==> src/rtl/fetch_pkg.sv <==
// Shared types and constants for the instruction fetch front end.
package fetch_pkg;

  localparam int XLEN = 32;
  localparam logic [XLEN-1:0] NOP_INSTR = 32'h0000_0013;

  typedef struct packed {
    logic [XLEN-1:0] pc;
    logic [XLEN-1:0] instr;
  } fetch_entry_t;

  function automatic logic [XLEN-1:0] word_align(input logic [XLEN-1:0] addr);
    return {addr[XLEN-1:2], 2'b00};
  endfunction

endpackage

==> src/rtl/fetch_unit_if.sv <==
// Instruction memory request/response bus plus decode handshake and redirect.
interface fetch_unit_if;
  import fetch_pkg::*;

  logic            IMemReq_o;
  logic [XLEN-1:0] IMemAddr_o;
  logic            IMemGnt_i;
  logic            IMemRvalid_i;
  logic [XLEN-1:0] IMemRdata_i;
  logic [XLEN-1:0] Instr_o;
  logic [XLEN-1:0] InstrPC_o;
  logic            InstrValid_o;
  logic            InstrReady_i;
  logic            PCsrc_i;
  logic [XLEN-1:0] PCTarget_i;

  modport master (
    output IMemReq_o, IMemAddr_o, Instr_o, InstrPC_o, InstrValid_o,
    input  IMemGnt_i, IMemRvalid_i, IMemRdata_i, InstrReady_i, PCsrc_i, PCTarget_i
  );

  modport slave (
    input  IMemReq_o, IMemAddr_o, Instr_o, InstrPC_o, InstrValid_o,
    output IMemGnt_i, IMemRvalid_i, IMemRdata_i, InstrReady_i, PCsrc_i, PCTarget_i
  );

endinterface

==> src/rtl/fetch_fifo.sv <==
// Small synchronous FIFO of fetched {pc, instr} entries; flush wins over push.
module fetch_fifo
  import fetch_pkg::*;
#(
  parameter int DEPTH = 4
) (
  input  logic                       clk_i,
  input  logic                       rst_ni,
  input  logic                       push_i,
  input  fetch_entry_t               entry_i,
  input  logic                       pop_i,
  input  logic                       flush_i,
  output fetch_entry_t               head_o,
  output logic                       valid_o,
  output logic [$clog2(DEPTH):0]     count_o
);

  localparam int AW = $clog2(DEPTH);
  localparam int CW = AW + 1;

  fetch_entry_t    mem_q [DEPTH];
  logic [AW-1:0]   wr_ptr_q;
  logic [AW-1:0]   rd_ptr_q;
  logic [CW-1:0]   count_q;
  logic            do_pop;

  assign valid_o = (count_q != '0);
  assign do_pop  = pop_i & valid_o;
  assign head_o  = mem_q[rd_ptr_q];
  assign count_o = count_q;

  always_ff @(posedge clk_i or negedge rst_ni) begin
    if (!rst_ni) begin
      wr_ptr_q <= '0;
      rd_ptr_q <= '0;
      count_q  <= '0;
    end else if (flush_i) begin
      wr_ptr_q <= '0;
      rd_ptr_q <= '0;
      count_q  <= '0;
    end else begin
      if (push_i) wr_ptr_q <= wr_ptr_q + 1'b1;
      if (do_pop) rd_ptr_q <= rd_ptr_q + 1'b1;
      count_q <= count_q + {{(CW-1){1'b0}}, push_i} - {{(CW-1){1'b0}}, do_pop};
    end
  end

  // Storage needs no reset: entries are only visible while count is non-zero.
  always_ff @(posedge clk_i) begin
    if (push_i && !flush_i) mem_q[wr_ptr_q] <= entry_i;
  end

endmodule

==> src/rtl/fetch_unit.sv <==
// Fetch front end: PC generation, credit-based request issue, redirect discard.
module fetch_unit
  import fetch_pkg::*;
#(
  parameter logic [XLEN-1:0] RESET_PC = 32'h0000_0000,
  parameter int              DEPTH    = 4
) (
  input  logic          clk_i,
  input  logic          rst_ni,
  fetch_unit_if.master  bus
);

  localparam int CW = $clog2(DEPTH) + 1;
  localparam int SW = CW + 1;

  logic [XLEN-1:0] fpc_q, fpc_d;
  logic [XLEN-1:0] rpc_q, rpc_d;
  logic [CW-1:0]   outst_q, outst_d;
  logic [CW-1:0]   discard_q, discard_d;
  logic [CW-1:0]   count;
  logic [SW-1:0]   inflight;
  logic [XLEN-1:0] target;
  logic            req, gnt, rsp, drop, push, pop, head_valid;
  fetch_entry_t    head;

  assign target   = word_align(bus.PCTarget_i);
  assign pop      = head_valid & bus.InstrReady_i;
  assign inflight = {1'b0, outst_q} + {1'b0, count} - {{(SW-1){1'b0}}, pop};
  // Gated by reset so the request drops immediately on an asynchronous reset.
  assign req      = rst_ni & (inflight < SW'(DEPTH));
  assign gnt      = req & bus.IMemGnt_i;
  assign rsp      = bus.IMemRvalid_i;
  assign drop     = rsp & (discard_q != '0);
  assign push     = rsp & ~drop & ~bus.PCsrc_i;

  assign bus.IMemReq_o    = req;
  assign bus.IMemAddr_o   = (rst_ni & bus.PCsrc_i) ? target : fpc_q;
  assign bus.InstrValid_o = head_valid;
  assign bus.Instr_o      = head_valid ? head.instr : NOP_INSTR;
  assign bus.InstrPC_o    = head_valid ? head.pc : '0;

  always_comb begin
    outst_d   = outst_q + {{(CW-1){1'b0}}, gnt} - {{(CW-1){1'b0}}, rsp};
    discard_d = discard_q - {{(CW-1){1'b0}}, drop};
    fpc_d     = gnt  ? fpc_q + 32'd4 : fpc_q;
    rpc_d     = push ? rpc_q + 32'd4 : rpc_q;
    // Everything still unreturned after this cycle belongs to the old path.
    if (bus.PCsrc_i) begin
      fpc_d     = target;
      rpc_d     = target;
      discard_d = outst_d;
    end
  end

  always_ff @(posedge clk_i or negedge rst_ni) begin
    if (!rst_ni) begin
      fpc_q     <= RESET_PC;
      rpc_q     <= RESET_PC;
      outst_q   <= '0;
      discard_q <= '0;
    end else begin
      fpc_q     <= fpc_d;
      rpc_q     <= rpc_d;
      outst_q   <= outst_d;
      discard_q <= discard_d;
    end
  end

  fetch_fifo #(.DEPTH(DEPTH)) u_fifo (
    .clk_i   (clk_i),
    .rst_ni  (rst_ni),
    .push_i  (push),
    .entry_i ('{pc: rpc_q, instr: bus.IMemRdata_i}),
    .pop_i   (pop),
    .flush_i (bus.PCsrc_i),
    .head_o  (head),
    .valid_o (head_valid),
    .count_o (count)
  );

endmodule

==> src/flat_wrapper.sv <==
// flat-port wrapper written by rule: the top's interface ports become plain ports
module fetch_unit_flat import fetch_pkg::*;
#(
  parameter logic [XLEN-1:0] RESET_PC = 32'h0000_0000,
  parameter int              DEPTH    = 4
)
  (clk_i, rst_ni, bus_IMemReq_o, bus_IMemAddr_o, bus_Instr_o, bus_InstrPC_o, bus_InstrValid_o, bus_IMemGnt_i, bus_IMemRvalid_i, bus_IMemRdata_i, bus_InstrReady_i, bus_PCsrc_i, bus_PCTarget_i);
  fetch_unit_if bus_i ();
  input  logic clk_i;
  input  logic rst_ni;
  output wire logic [$bits(bus_i.IMemReq_o)-1:0] bus_IMemReq_o;
  output wire logic [$bits(bus_i.IMemAddr_o)-1:0] bus_IMemAddr_o;
  output wire logic [$bits(bus_i.Instr_o)-1:0] bus_Instr_o;
  output wire logic [$bits(bus_i.InstrPC_o)-1:0] bus_InstrPC_o;
  output wire logic [$bits(bus_i.InstrValid_o)-1:0] bus_InstrValid_o;
  input wire logic [$bits(bus_i.IMemGnt_i)-1:0] bus_IMemGnt_i;
  input wire logic [$bits(bus_i.IMemRvalid_i)-1:0] bus_IMemRvalid_i;
  input wire logic [$bits(bus_i.IMemRdata_i)-1:0] bus_IMemRdata_i;
  input wire logic [$bits(bus_i.InstrReady_i)-1:0] bus_InstrReady_i;
  input wire logic [$bits(bus_i.PCsrc_i)-1:0] bus_PCsrc_i;
  input wire logic [$bits(bus_i.PCTarget_i)-1:0] bus_PCTarget_i;
  assign bus_IMemReq_o = bus_i.IMemReq_o;
  assign bus_IMemAddr_o = bus_i.IMemAddr_o;
  assign bus_Instr_o = bus_i.Instr_o;
  assign bus_InstrPC_o = bus_i.InstrPC_o;
  assign bus_InstrValid_o = bus_i.InstrValid_o;
  assign bus_i.IMemGnt_i = bus_IMemGnt_i;
  assign bus_i.IMemRvalid_i = bus_IMemRvalid_i;
  assign bus_i.IMemRdata_i = bus_IMemRdata_i;
  assign bus_i.InstrReady_i = bus_InstrReady_i;
  assign bus_i.PCsrc_i = bus_PCsrc_i;
  assign bus_i.PCTarget_i = bus_PCTarget_i;
  fetch_unit #(.RESET_PC(RESET_PC), .DEPTH(DEPTH)) u_core (.clk_i(clk_i), .rst_ni(rst_ni), .bus(bus_i));
endmodule
==> config.mk <==
export PLATFORM = sky130hd
export DESIGN_NAME = fetch_unit_flat
export DESIGN_NICKNAME = d
export VERILOG_FILES = /design/src/rtl/fetch_pkg.sv /design/src/rtl/fetch_unit_if.sv /design/src/rtl/fetch_fifo.sv /design/src/rtl/fetch_unit.sv /design/src/flat_wrapper.sv
export SDC_FILE = /design/constraint.sdc
export NUM_CORES = 1
export LEC_CHECK = 0
export ABC_AREA = 1
export BUFFER_PORTS_ARGS = -buffer_cell sky130_fd_sc_hd__buf_2
export CAP_MARGIN = 25
export CORE_ASPECT_RATIO = 1.4
export CORE_UTILIZATION = 30
export CTS_CLUSTER_DIAMETER = 30
export DETAILED_ROUTE_END_ITERATION = 10
export HOLD_SLACK_MARGIN = 0.05
export PLACE_DENSITY_LB_ADDON = 0.15
export SYNTH_ARGS = -nofsm -noshare
export SYNTH_HDL_FRONTEND = slang
export SYNTH_SLANG_ARGS = --single-unit
==> constraint.sdc <==
create_clock -name clk_i -period 5.25 [get_ports clk_i]
set_input_delay 1.05 -clock clk_i [delete_from_list [all_inputs] [get_ports clk_i]]
set_output_delay 1.05 -clock clk_i [all_outputs]
set_load 0.005 [all_outputs]
; ---- Word level (Yosys, flattened, before mapping)
; Memory sizes are Yosys's and may differ from the RTL's.
; Index checks and enable logic that the tools add are counted.
[totals]
output_inout_bits = 98
in_bits = 70
ff_bits = 77
wordCells = 52
n_memories = 1
mem_bits_rw = 256
[memory_table]
columns = memory, words, word_bits, rd, rd_ports_with_merged_regs, wr, line
row1 = u_core.u_fifo.mem_q, 4, 64, 1, 0, 1, fetch_fifo.sv:21  ; fetch_entry_t mem_q [DEPTH];
[classes]
mux = 15
n_bitwise = 10
order_cmp = 1
n_reduce_logical = 7
addsub = 11
[ops]
columns = operator, n
row1 = $mux W32, 7
row2 = $add A32 B3 Y32 const B, 2
row3 = $sub A3 B1 Y3, 3
row4 = $and A1 B1 Y1, 8
row5 = $mux W2, 4
row6 = $add A3 B1 Y3, 2
row7 = $mux W3, 2
row8 = $reduce_bool A2 Y1, 3
row9 = $reduce_bool A3 Y1, 2
row10 = $add A2 B1 Y2 const B, 2
row11 = $add A3 B3 Y4, 1
row12 = $lt A4 B3 Y1 const B, 1
row13 = $sub A4 B1 Y4, 1
row14 = $mux W1, 2
row15 = $not A1 Y1, 2
row16 = $logic_and A1 B1 Y1, 1
row17 = $logic_not A1 Y1, 1

; ---- Depth between registers and ports, before layout
; Gate-level depths: netlist of the first run.
[logic_depth]
ltp_word = 9
mapped_depth = 18
mapped_depth_nobuf = 18

; ---- Cells and area by module
; A second synthesis of the first run with hierarchy kept.
[unflattened]
hier_cells = 1561
hier_area_um2 = 15706.3
[by_module_without_submodules]
columns = mod, seq_area_each_um2, area_each_um2, cells_per_inst, n_inst
row1 = fetch_fifo, 7862.5, 10014.6, 677, 1
row2 = fetch_unit, 1651.6, 5691.7, 884, 1

; ---- Least setup slack after synthesis of the first run
; No wires, ideal clock.
[synth_path]
kind = input -> register
start = in bus_PCsrc_i
end = mem u_core.u_fifo.mem_q[0][0] in the netlist's numbering (enable)
setup_ns = 0.482
path_stages = 4
path_slack_ns = 0.561
arrival_time_ns = 4.206
n_path_buf = 1
required_ns = 4.768
path_cell_list = buf_2 > nor2_2 > inv_1 > nor2_1
[synth_via]
elab_chain_len = 5
elab_cells_between_ends = 6
cone_classes = mux (2) / bitwise (2) / reduce/logical (2)
[synth_lines]
columns = element, line
row1 = from (decl), flat_wrapper.sv:20  ; input wire logic [$bits(bus_i.PCsrc_i)-1:0] bus_PCsrc_i;
row2 = $not A1 Y1, fetch_unit.sv:34  ; assign push = rsp & ~drop & ~bus.PCsrc_i;
row3 = $and A1 B1 Y1, fetch_unit.sv:34
row4 = $logic_and A1 B1 Y1 (*), fetch_fifo.sv:50  ; if (push_i && !flush_i) mem_q[wr_ptr_q] <= entry_i;
row5 = $mux W1 (*), fetch_fifo.sv:50
row6 = $mux W1 (not written as such) (*), fetch_fifo.sv:50
row7 = to (decl), fetch_fifo.sv:21
; Mark *: on every way between the ends. The rest lies on a longest branch, timed or not.

; ---- Final worst setup path of the first run
[layout_path]
start = reg u_core.u_fifo.rd_ptr_q[0]
end = out bus_InstrPC_o[19]
[layout_via]
elab_chain_len = 2
[layout_lines]
columns = element, line
row1 = from (decl), fetch_fifo.sv:23  ; logic [AW-1:0] rd_ptr_q;
row2 = from (signal assigned), fetch_fifo.sv:43  ; if (do_pop) rd_ptr_q <= rd_ptr_q + 1'b1;
row3 = $mem_v2 Z4 W64, n/a
row4 = $mux W32, fetch_unit.sv:40  ; assign bus.InstrPC_o = head_valid ? head.pc : '0;
row5 = to (decl), flat_wrapper.sv:14  ; output wire logic [$bits(bus_i.InstrPC_o)-1:0] bus_InstrPC_o;
; Every way passes these cells.

==> results.toml, run 1 <==
[sta]
fin_crit_sh = 0.811
timing.hold.ws_ns = 0.430
fin_tns_setup_ns = 0
max_freq_mhz = 235
rsz0062_at_grt = "no"
worst_pin_slew_ns = 0.896
period_needed_ns = 4.26
drv_slew = 0
setup_viol = 0
fin_worst_skew_ns = 0.0201
hold_viol = 0
slew_headroom = 0.403

[power_and_ir_drop]
switching_share = 0.326
power_density_nw_per_um2 = 512
p_switching_w = 0.00319
clkPwrFrac = 0.421
p_leak_nw = 7.71
ir_drop_uv = 198
total_power_w = 0.00976
p_comb_frac = 0.234
power.internal_w = 0.00658
p_seq_frac = 0.345

[layout]
seqCellArea_um2 = 9280
drive_gt1_frac = 0.203
syn2layout_area_growth_pct = 24.7
nFillCells = 5022
nNetsFinal = 1864
multi_input_area_um2 = 5290
diodes = 0

[detailed_routing]
drcViolationCount = 26
drt_wl_total_um = 43200
dr_total_vias = 11492
routed_via_density = 4.66
drt_iter0_drc = 418
ant_nets = 0
post_drt_wl_per_cell_um = 17.5
drt_first_pass_iters = 8

[synthesis]
yosys.area.top_type = "edfxtp_1"
synth_area_leaders = "edfxtp_1 49%, dfrtp_1 12%, nand2_1 7.9%, nor2_1 7.8%, o21ai_0 4.9%"
syn_inst = 1587
yosysUniqueCellTypes = 39
avgSynthCellArea_um2 = 9.63
yosys_warnings = 0
synth-edff-count = 248
ys_seq_area_frac = 0.607
synth_top_area_frac = 0.487
synthArstFlopShare = 0.227
synth_seq_cells = 321
syn-cell-area_um2 = 15300
synthFlopType = "edfxtp_1"

[die]
start_util = 0.305
ios = 168
rows = 97
fp.dieW_um = 193
core-area_um2 = 50100
die_h_um = 269
die_area_um2 = 51900

[global_route]
grt_overflow_total = 0
grt_use_total = 0.170
grt_max_degree = 69
grt_pass1_wl_um = 65500
antenna_found_initial = 0
grt_pass1_vias = 11522

[setup_path]
crit_start = "u_core.u_fifo.rd_ptr_q[0]"
start_kind = "flip-flop"
required_ns = 4.20
endpoint_kind = "primary output"
cp_max_fo = 68
crit_buf_inv = 2
cp_top_family = "buffers and inverters"
arrival_ns = 3.21
path_common_cell = "nor2_1"
worstRegToRegCells = 17
worst-path-stages = 6
critical_path.cell_chain = "buf_4, nor2_1, nor2_1, o21ai_0, a21oi_1, buf_2"
critPathMaxStageDelay_ns = 0.92
regToRegStartpoint = "u_core.u_fifo.count_o[1]"
worst_path_max_delay_cell = "dfrtp_4"
path_class = "reg -> out"

[run]
cap_violations = 0

[place]
routabilityCongestion = 0.834
numPortBuffers = 161
place_hpwl_um = 27400

[cts]
cts_root_buffer = "clkbuf_16"
cts_sinks = 321
hold_buffers = 0
clockBufferDepth = 3
cts.repair.resized = 0
cts_tree = "built"
cts-buffers-inserted = 66
path_clk_slew_ns = 0.04
cts.htree.levels = 3
clock_latency_ns = 0.59
post_cts_buffers = 0

[hold_path]
hp-class = "in -> async"

[status]
violations = "design-rule violations"
status = "finished with violations"
[routing by layer]
layer,GRT usage,share of wire,vias to the layer above
li1,-,-,5709
met1,0.199,0.41,5450
met2,0.298,0.51,262
met3,0.0267,0.047,71
met4,0.0838,0.033,0
met5,0,0,-
[path summary, 6_finish.rpt]
kind | to | slack (ns)
setup / recovery | bus_InstrPC_o[19] | 0.99
hold / removal | u_core.fpc_q[30] | 0.43
setup reg to reg | u_core.discard_q[1] | 1.94
hold reg to reg | u_core.fpc_q[3] | 0.56
max in group asynchronous | u_core.u_fifo.rd_ptr_q[0] | 3.71
min in group clk_i | u_core.fpc_q[3] | 0.56
[worst register-to-register path: stages (launching register included)]
cell and delay, ns:
dfrtp_1 0.40, nor2_1 0.11, nand2_1 0.05, buf_4 0.17, nand2_1 0.13, inv_1 0.11
ha_1 0.19, inv_1 0.05, ha_1 0.21, nand3_1 0.08, nand2_1 0.07, nand2_1 0.09
nand3_1 0.12, nor2_2 0.53, ha_1 0.28, fa_1 0.44, nand2_1 0.08, o21ai_0 0.07
[cells in the final DEF, fill, tap and decap left out, types with 3 or more instances in the layout]
cell        instances
nand3b_1            8
inv_2               5
mux2_2             30
xnor2_1            10
clkbuf_1            9
xor2_1             10
buf_4              24
nor3_1              9
clkinv_2           12
edfxtp_1          248
o21ai_1             5
nand4_1             9
nor2_2             10
inv_1             106
nand3_1            76
nor2_1            312
conb_1              4
inv_6               5
clkinv_4            4
bufinv_16           7
nor2_4             11
nand2_1           323
o211ai_1            9
o21ai_0           151
dfrtp_1            71
ha_1               17
clkbuf_16          66
a21oi_1            61
buf_12              3
buf_2             160
clkinvlp_4          4
nand2_2            11
o21bai_1            4
clkinv_1            5
[synth_stat cells (5+ instances only)]
cell / count
buf_4: 6
nand2_2: 11
xor2_1: 10
dfrtp_1: 73
inv_2: 7
nor2_4: 7
nand3b_1: 8
nor3_1: 9
o211ai_1: 9
xnor2_1: 10
o21ai_0: 151
mux2_2: 30
nand3_1: 76
nor2_1: 316
nor2_2: 10
nand2_1: 323
o21ai_1: 5
buf_2: 26
edfxtp_1: 248
clkbuf_1: 32
inv_1: 106
nand4_1: 9
a21oi_1: 61
ha_1: 17
[flip-flops by register name, summed over array words and instances (netlist names)]
name,count
u_core.u_fifo.rd_ptr_q,2
u_core.outst_q,3
u_core.discard_q,3
u_core.u_fifo.mem_q,248
u_core.rpc_q,30
u_core.u_fifo.count_o,3
u_core.fpc_q,30
u_core.u_fifo.wr_ptr_q,2
[final cells by class]
class                           count  area share
Inverter                          114      0.0226
Clock buffer                       76      0.0891
Multi-Input combinational cell   1085       0.278
Timing Repair Buffer              187      0.0546
Sequential cell                   321       0.487
Clock inverter                     42      0.0270
Tap cell                          643      0.0422
[cell families after synthesis]
kind of cell,count (synthesis),synth area share
AOI/OAI and AO/OA,235,0.0801
xor gates and xnor gates,20,0.0115
adders and majority gates,19,0.0165
buffers and inverters,184,0.0498
DFF,321,0.607
muxes,30,0.0221
other,1,0.000245
and+or+nand+nor,777,0.213
[power groups by stage]
stage | Sequential [W] | Clock (W) | Combinational [W]
3_3_place_gp | 0.00340 | 0 | 0.00234
3_5_place_dp | 0.00341 | 0 | 0.00236
5_1_grt | 0.00340 | 0.00432 | 0.00262
4_1_cts | 0.00336 | 0.00420 | 0.00237
6_report | 0.00336 | 0.00411 | 0.00229
2_1_floorplan | 0.00325 | 0 | 0.00146
[metrics by stage]
| step | cells | utilization | instance area (um2) | setup slack [ns] |
|---|---|---|---|---|
| after floorplan | 1590 | - | 15300 | 0.561 |
| after global placement | 2350 | 0.336 | 16800 | 1.41 |
| after detailed placement | 2350 | 0.336 | 16800 | 1.43 |
| after CTS | 2468 | 0.380 | 19100 | 0.923 |
| after global routing | 2468 | 0.380 | 19100 | 0.783 |
| final | 2468 | 0.380 | 19100 | 0.994 |
(Power assumes the default switching activity.)
==> inputs of run 2 (changes only) <==
==> constraint.sdc (replaced) <==
create_clock -name clk_i -period 4.3 [get_ports clk_i]
set_input_delay 0.86 -clock clk_i [delete_from_list [all_inputs] [get_ports clk_i]]
set_output_delay 0.86 -clock clk_i [all_outputs]
set_load 0.005 [all_outputs]
==> run 2 against run 1 <==
  * The flow still finishes with violations (design-rule violations)
  * Setup slack got worse by 0.49 ns
  * First-iteration DRC count increased by 17%
  * Global-route usage decreased by 0.25 points
  * Clock power increased by 18%
  * Core utilization about the same
  * Design area about the same
  * Sequential power increased by 22%
  * Critical endpoint is now bus_Instr_o[0]
  * Highest routed layer unchanged
==> results.toml, run 2 (synthesized netlist as in run 1, its figures left out) <==
[status]
status = "finished with violations"
violations = "design-rule violations"

[power_and_ir_drop]
power_density_nw_per_um2 = 617
clkPwrFrac = 0.411
p_leak_nw = 7.67
power.internal_w = 0.00791
total_power_w = 0.0117
p_seq_frac = 0.349
switching_share = 0.326
p_comb_frac = 0.240
ir_drop_uv = 325
p_switching_w = 0.00383

[die]
fp.dieW_um = 193
rows = 97
core-area_um2 = 50100
die_area_um2 = 51900
die_h_um = 269
start_util = 0.305
ios = 168

[cts]
hold_buffers = 0
path_clk_slew_ns = 0.05
post_cts_buffers = 0
clockBufferDepth = 3
cts.repair.resized = 0
cts_root_buffer = "clkbuf_16"
clock_latency_ns = 0.61
cts_tree = "built"
cts-buffers-inserted = 61
cts.htree.levels = 2
cts_sinks = 321

[layout]
syn2layout_area_growth_pct = 24.6
largest_reg_flops = 248
diodes = 0
nNetsFinal = 1862
nFillCells = 5001
design_area_um2 = 19000
layout_common_cells = "323 x nand2_1, 312 x nor2_1, 248 x edfxtp_1"
final_common_cell = "nand2_1"
largest-register = "u_core.u_fifo.mem_q"
biggestRegsByFlops = "u_core.u_fifo.mem_q x248, u_core.fpc_q x30, u_core.rpc_q x30"
drive_gt1_frac = 0.202
fin_util = 0.380

[setup_path]
required_ns = 3.44
start_kind = "flip-flop"
r2r_setup_slack_ns = 1.31
cp_max_fo = 72
endpoint_kind = "primary output"
regToRegStartpoint = "u_core.u_fifo.count_o[1]"
crit_start = "u_core.u_fifo.rd_ptr_q[0]"
worstRegToRegCells = 20
r2r_end = "u_core.discard_q[2]"
path_class = "reg -> out"
arrival_ns = 2.94

[sta]
max_freq_mhz = 263
fin_worst_skew_ns = 0.0349
setup_viol = 0
slew_headroom = 0.397
hold_viol = 0
rsz0062_at_grt = "no"
drv_slew = 0
period_needed_ns = 3.80
worst_pin_slew_ns = 0.905
fin_crit_sh = 0.883

[global_route]
grt_busiest_layer = "met2"
grt_pass1_vias = 11551
grt_overflow_total = 0
grt_max_degree = 73
grt_pass1_wl_um = 65600
grtUsageMet2 = 0.295
antenna_found_initial = 0
grtUsageMet3 = 0.0282
grt_use_met1 = 0.198
grt_use_total = 0.167

[place]
place_hpwl_um = 27600
placed_cell_area_um2 = 16900
numPortBuffers = 161
routabilityCongestion = 0.829

[detailed_routing]
drcViolationCount = 26
dr_total_vias = 11517
routed_via_density = 4.66
post_drt_wl_per_cell_um = 17.4
ant_nets = 0
drt_first_pass_iters = 7
drt_iter0_drc = 488
drt_wl_total_um = 42900

[run]
cap_violations = 0

[hold_path]
hp-class = "in -> async"
## run 2: per-stage QoR
| stage | TNS, ns | cells | setup slack (ns) | hold slack, ns |
|---|---|---|---|---|
| after global placement | 0 | 2353 | 1.03 | 0.546 |
| after floorplan | -49.26 | 1590 | -0.199 | 0.496 |
| final | 0 | 2469 | 0.504 | 0.456 |
| after CTS | 0 | 2469 | 0.405 | 0.440 |
| after detailed placement | 0 | 2353 | 1.02 | 0.547 |
| after global routing | 0 | 2469 | 0.236 | 0.444 |
## run 2: critical path: stages (launching register included)
cell and delay [ns]:
dfrtp_4 0.83, buf_4 0.72, nor2_1 0.11, o311ai_0 0.38, buf_2 0.19
## run 2: power groups by stage
stage | logic, W | clock network [W] | registers, W
after global placement | 0.00288 | 0 | 0.00414
final | 0.00282 | 0.00483 | 0.00409
after floorplan | 0.00178 | 0 | 0.00397
after detailed placement | 0.00291 | 0 | 0.00415
after global routing | 0.00324 | 0.00509 | 0.00415
after CTS | 0.00292 | 0.00494 | 0.00409
## run 2: layout make-up
cell class	count	area [um2]	share of cell area
flip-flops and latches	321	9280	0.487
repair buffers	190	1110	0.0585
clock buffers	69	1560	0.0817
clock inverters	47	576	0.0302
well taps	643	805	0.0422
inverters	114	428	0.0225
multi-input cells	1085	5290	0.278
## run 2: worst max path at each step
stage | to | depth (start not counted)
floorplan | u_core.u_fifo.mem_q[0][0] | 4
global placement | u_core.discard_q[2] | 18
detailed placement | u_core.u_fifo.count_o[2] | 11
CTS | bus_Instr_o[0] | 4
global route | bus_InstrPC_o[15] | 6
finish | bus_Instr_o[0] | 4
## run 2: routing by layer
layer | vias to the layer above | wire (um)
met5 | - | 0
met4 | 0 | 1640
met3 | 80 | 2050
met2 | 275 | 21500
met1 | 5458 | 17600
li1 | 5704 | -
==> inputs of run 3 (changes only) <==
==> constraint.sdc (replaced) <==
create_clock -name clk_i -period 4.3 [get_ports clk_i]
set_input_delay 1.29 -clock clk_i [delete_from_list [all_inputs] [get_ports clk_i]]
set_output_delay 1.29 -clock clk_i [all_outputs]
set_load 0.005 [all_outputs]
==> run 3 against run 2 <==
  * Critical path type is now in -> out
  * Register-to-register slack better by 0.09 ns
  * Clock skew down 0.0067 ns
  * Cell count is 0.57% higher
  * Largest cell class unchanged
  * Sequential power hardly changed
  * Power grew 4.4%
  * Maximum frequency fell by 2.6%
  * The run still ends with design-rule violations left
  * Sequential share of layout area shrank 0.58 points
==> results.toml, run 3 (synthesized netlist as in run 1, its figures left out) <==
[status]
status = "finished with violations"
violations = "design-rule violations"

[hold_path]
hp-class = "reg -> reg"
min-delay-start = "u_core.rpc_q[19]"

[cts]
clock_latency_ns = 0.58
cts-buffers-inserted = 70
post_cts_buffers = 0
cts_sinks = 321
cts.htree.levels = 3
clockBufferDepth = 3
path_clk_slew_ns = 0.05
cts_tree = "built"
cts_root_buffer = "clkbuf_16"

[detailed_routing]
post_drt_wl_per_cell_um = 17.4
drt_first_pass_iters = 7
dr_total_vias = 11562
drt_iter0_drc = 493
drcViolationCount = 26
drt_wl_total_um = 43200
routed_via_density = 4.66
ant_nets = 0

[layout]
layout_common_cells = "322 x nand2_1, 312 x nor2_1, 248 x edfxtp_1"
fin_util = 0.385
largest-register = "u_core.u_fifo.mem_q"
nNetsFinal = 1872
drive_gt1_frac = 0.209
largest_reg_flops = 248
diodes = 0
syn2layout_area_growth_pct = 26.1
biggestRegsByFlops = "u_core.u_fifo.mem_q x248, u_core.fpc_q x30, u_core.rpc_q x30"
final_common_cell = "nand2_1"

[power_and_ir_drop]
switching_share = 0.323
p_switching_w = 0.00396
power.internal_w = 0.00830
clkPwrFrac = 0.434
ir_drop_uv = 347
p_seq_frac = 0.333
power_density_nw_per_um2 = 636
p_leak_nw = 7.82
p_comb_frac = 0.233

[sta]
drv_slew = 0
slew_headroom = 0.539
fin_crit_sh = 0.906
fin_tns_setup_ns = 0
hold_viol = 0
period_needed_ns = 3.90
rsz0062_at_grt = "no"
fin_worst_skew_ns = 0.0283
worst_pin_slew_ns = 0.691
max_freq_mhz = 257
setup_viol = 0

[die]
start_util = 0.305
die_area_um2 = 51900
ios = 168
rows = 97
die_h_um = 269
core-area_um2 = 50100
fp.dieW_um = 193

[setup_path]
crit_start = "bus_InstrReady_i"
crit_buf_inv = 6
cp_max_fo = 3
regToRegStartpoint = "u_core.u_fifo.count_o[1]"
arrival_ns = 2.61
required_ns = 3.01
path_class = "in -> out"
cp_top_family = "buffers and inverters"
endpoint_kind = "primary output"
path_common_cell = "inv_1"
critPathMaxStageDelay_ns = 0.26
critical_path.cell_chain = "buf_2, nand2_1, inv_1, ha_1, inv_1, ha_1, nand3_1, nand2_1, inv_1, nand2_1, nand3_1, inv_1, buf_2"
start_kind = "input pin"
worst_path_max_delay_cell = "ha_1"

[global_route]
grtUsageMet3 = 0.0312
grt_use_total = 0.170
grt_max_degree = 80
grt_pass1_vias = 11631
antenna_found_initial = 0
grt_pass1_wl_um = 66500
grtUsageMet2 = 0.303
grt_overflow_total = 0
grt_use_met1 = 0.199
grt_busiest_layer = "met2"

[place]
routabilityCongestion = 0.825
numPortBuffers = 161
place_hpwl_um = 27900

[run]
cap_violations = 0
==> run 3: power by group through the flow <==
| stage | Combinational (W) | Sequential (W) | Clock, W |
|---|---|---|---|
| 6_report | 0.00286 | 0.00408 | 0.00531 |
| 5_1_grt | 0.00329 | 0.00413 | 0.00558 |
| 4_1_cts | 0.00297 | 0.00408 | 0.00542 |
| 3_5_place_dp | 0.00295 | 0.00414 | 0 |
| 3_3_place_gp | 0.00293 | 0.00413 | 0 |
| 2_1_floorplan | 0.00178 | 0.00397 | 0 |
==> run 3: layout make-up <==
class                           instances  area, um2
Clock buffer                           83       1850
Tap cell                              643        805
Fill cell                            4997      30800
Multi-Input combinational cell       1085       5290
Inverter                              114        428
Sequential cell                       321       9280
Timing Repair Buffer                  191       1100
Clock inverter                         46        527
==> run 3: repair_timing <==
| action | 4_1_cts | 5_1_grt |
|---|---|---|
| hold buffers | 0 | 0 |
| setup endpoints to repair | 0 | 1 |
| gates resized for setup | 0 | 1 |
| hold endpoints to repair | 0 | 0 |
==> run 3: stage by stage <==
step                      hold WS (ns)  power [W]  area, um2  cells  setup WS [ns]
after floorplan                  0.496    0.00575      15300   1590         -0.629
after global placement           0.552    0.00706      16900   2354          0.341
after detailed placement         0.560    0.00709      16900   2354          0.348
after CTS                        0.571     0.0125      19300   2483          0.181
after global routing             0.582     0.0130      19300   2483          0.189
final                            0.576     0.0123      19300   2483          0.403
==> run 3: metal layers <==
layer	wire, um	part of all wire
met1	17700	0.41
met2	22100	0.51
met3	2170	0.050
met4	1330	0.031
met5	0	0
==> run 3: worst paths after layout <==
| path | to | slack [ns] | cells past startpoint |
|---|---|---|---|
| max | bus_IMemReq_o | 0.40 | 13 |
| min | u_core.u_fifo.mem_q[2][51] | 0.58 | 0 |
| max reg2reg | u_core.discard_q[2] | 1.40 | 18 |
| min reg2reg | u_core.u_fifo.mem_q[2][51] | 0.58 | 0 |
| max in group asynchronous | u_core.u_fifo.rd_ptr_q[0] | 2.40 | 3 |
| min in group asynchronous | u_core.fpc_q[23] | 0.76 | 2 |
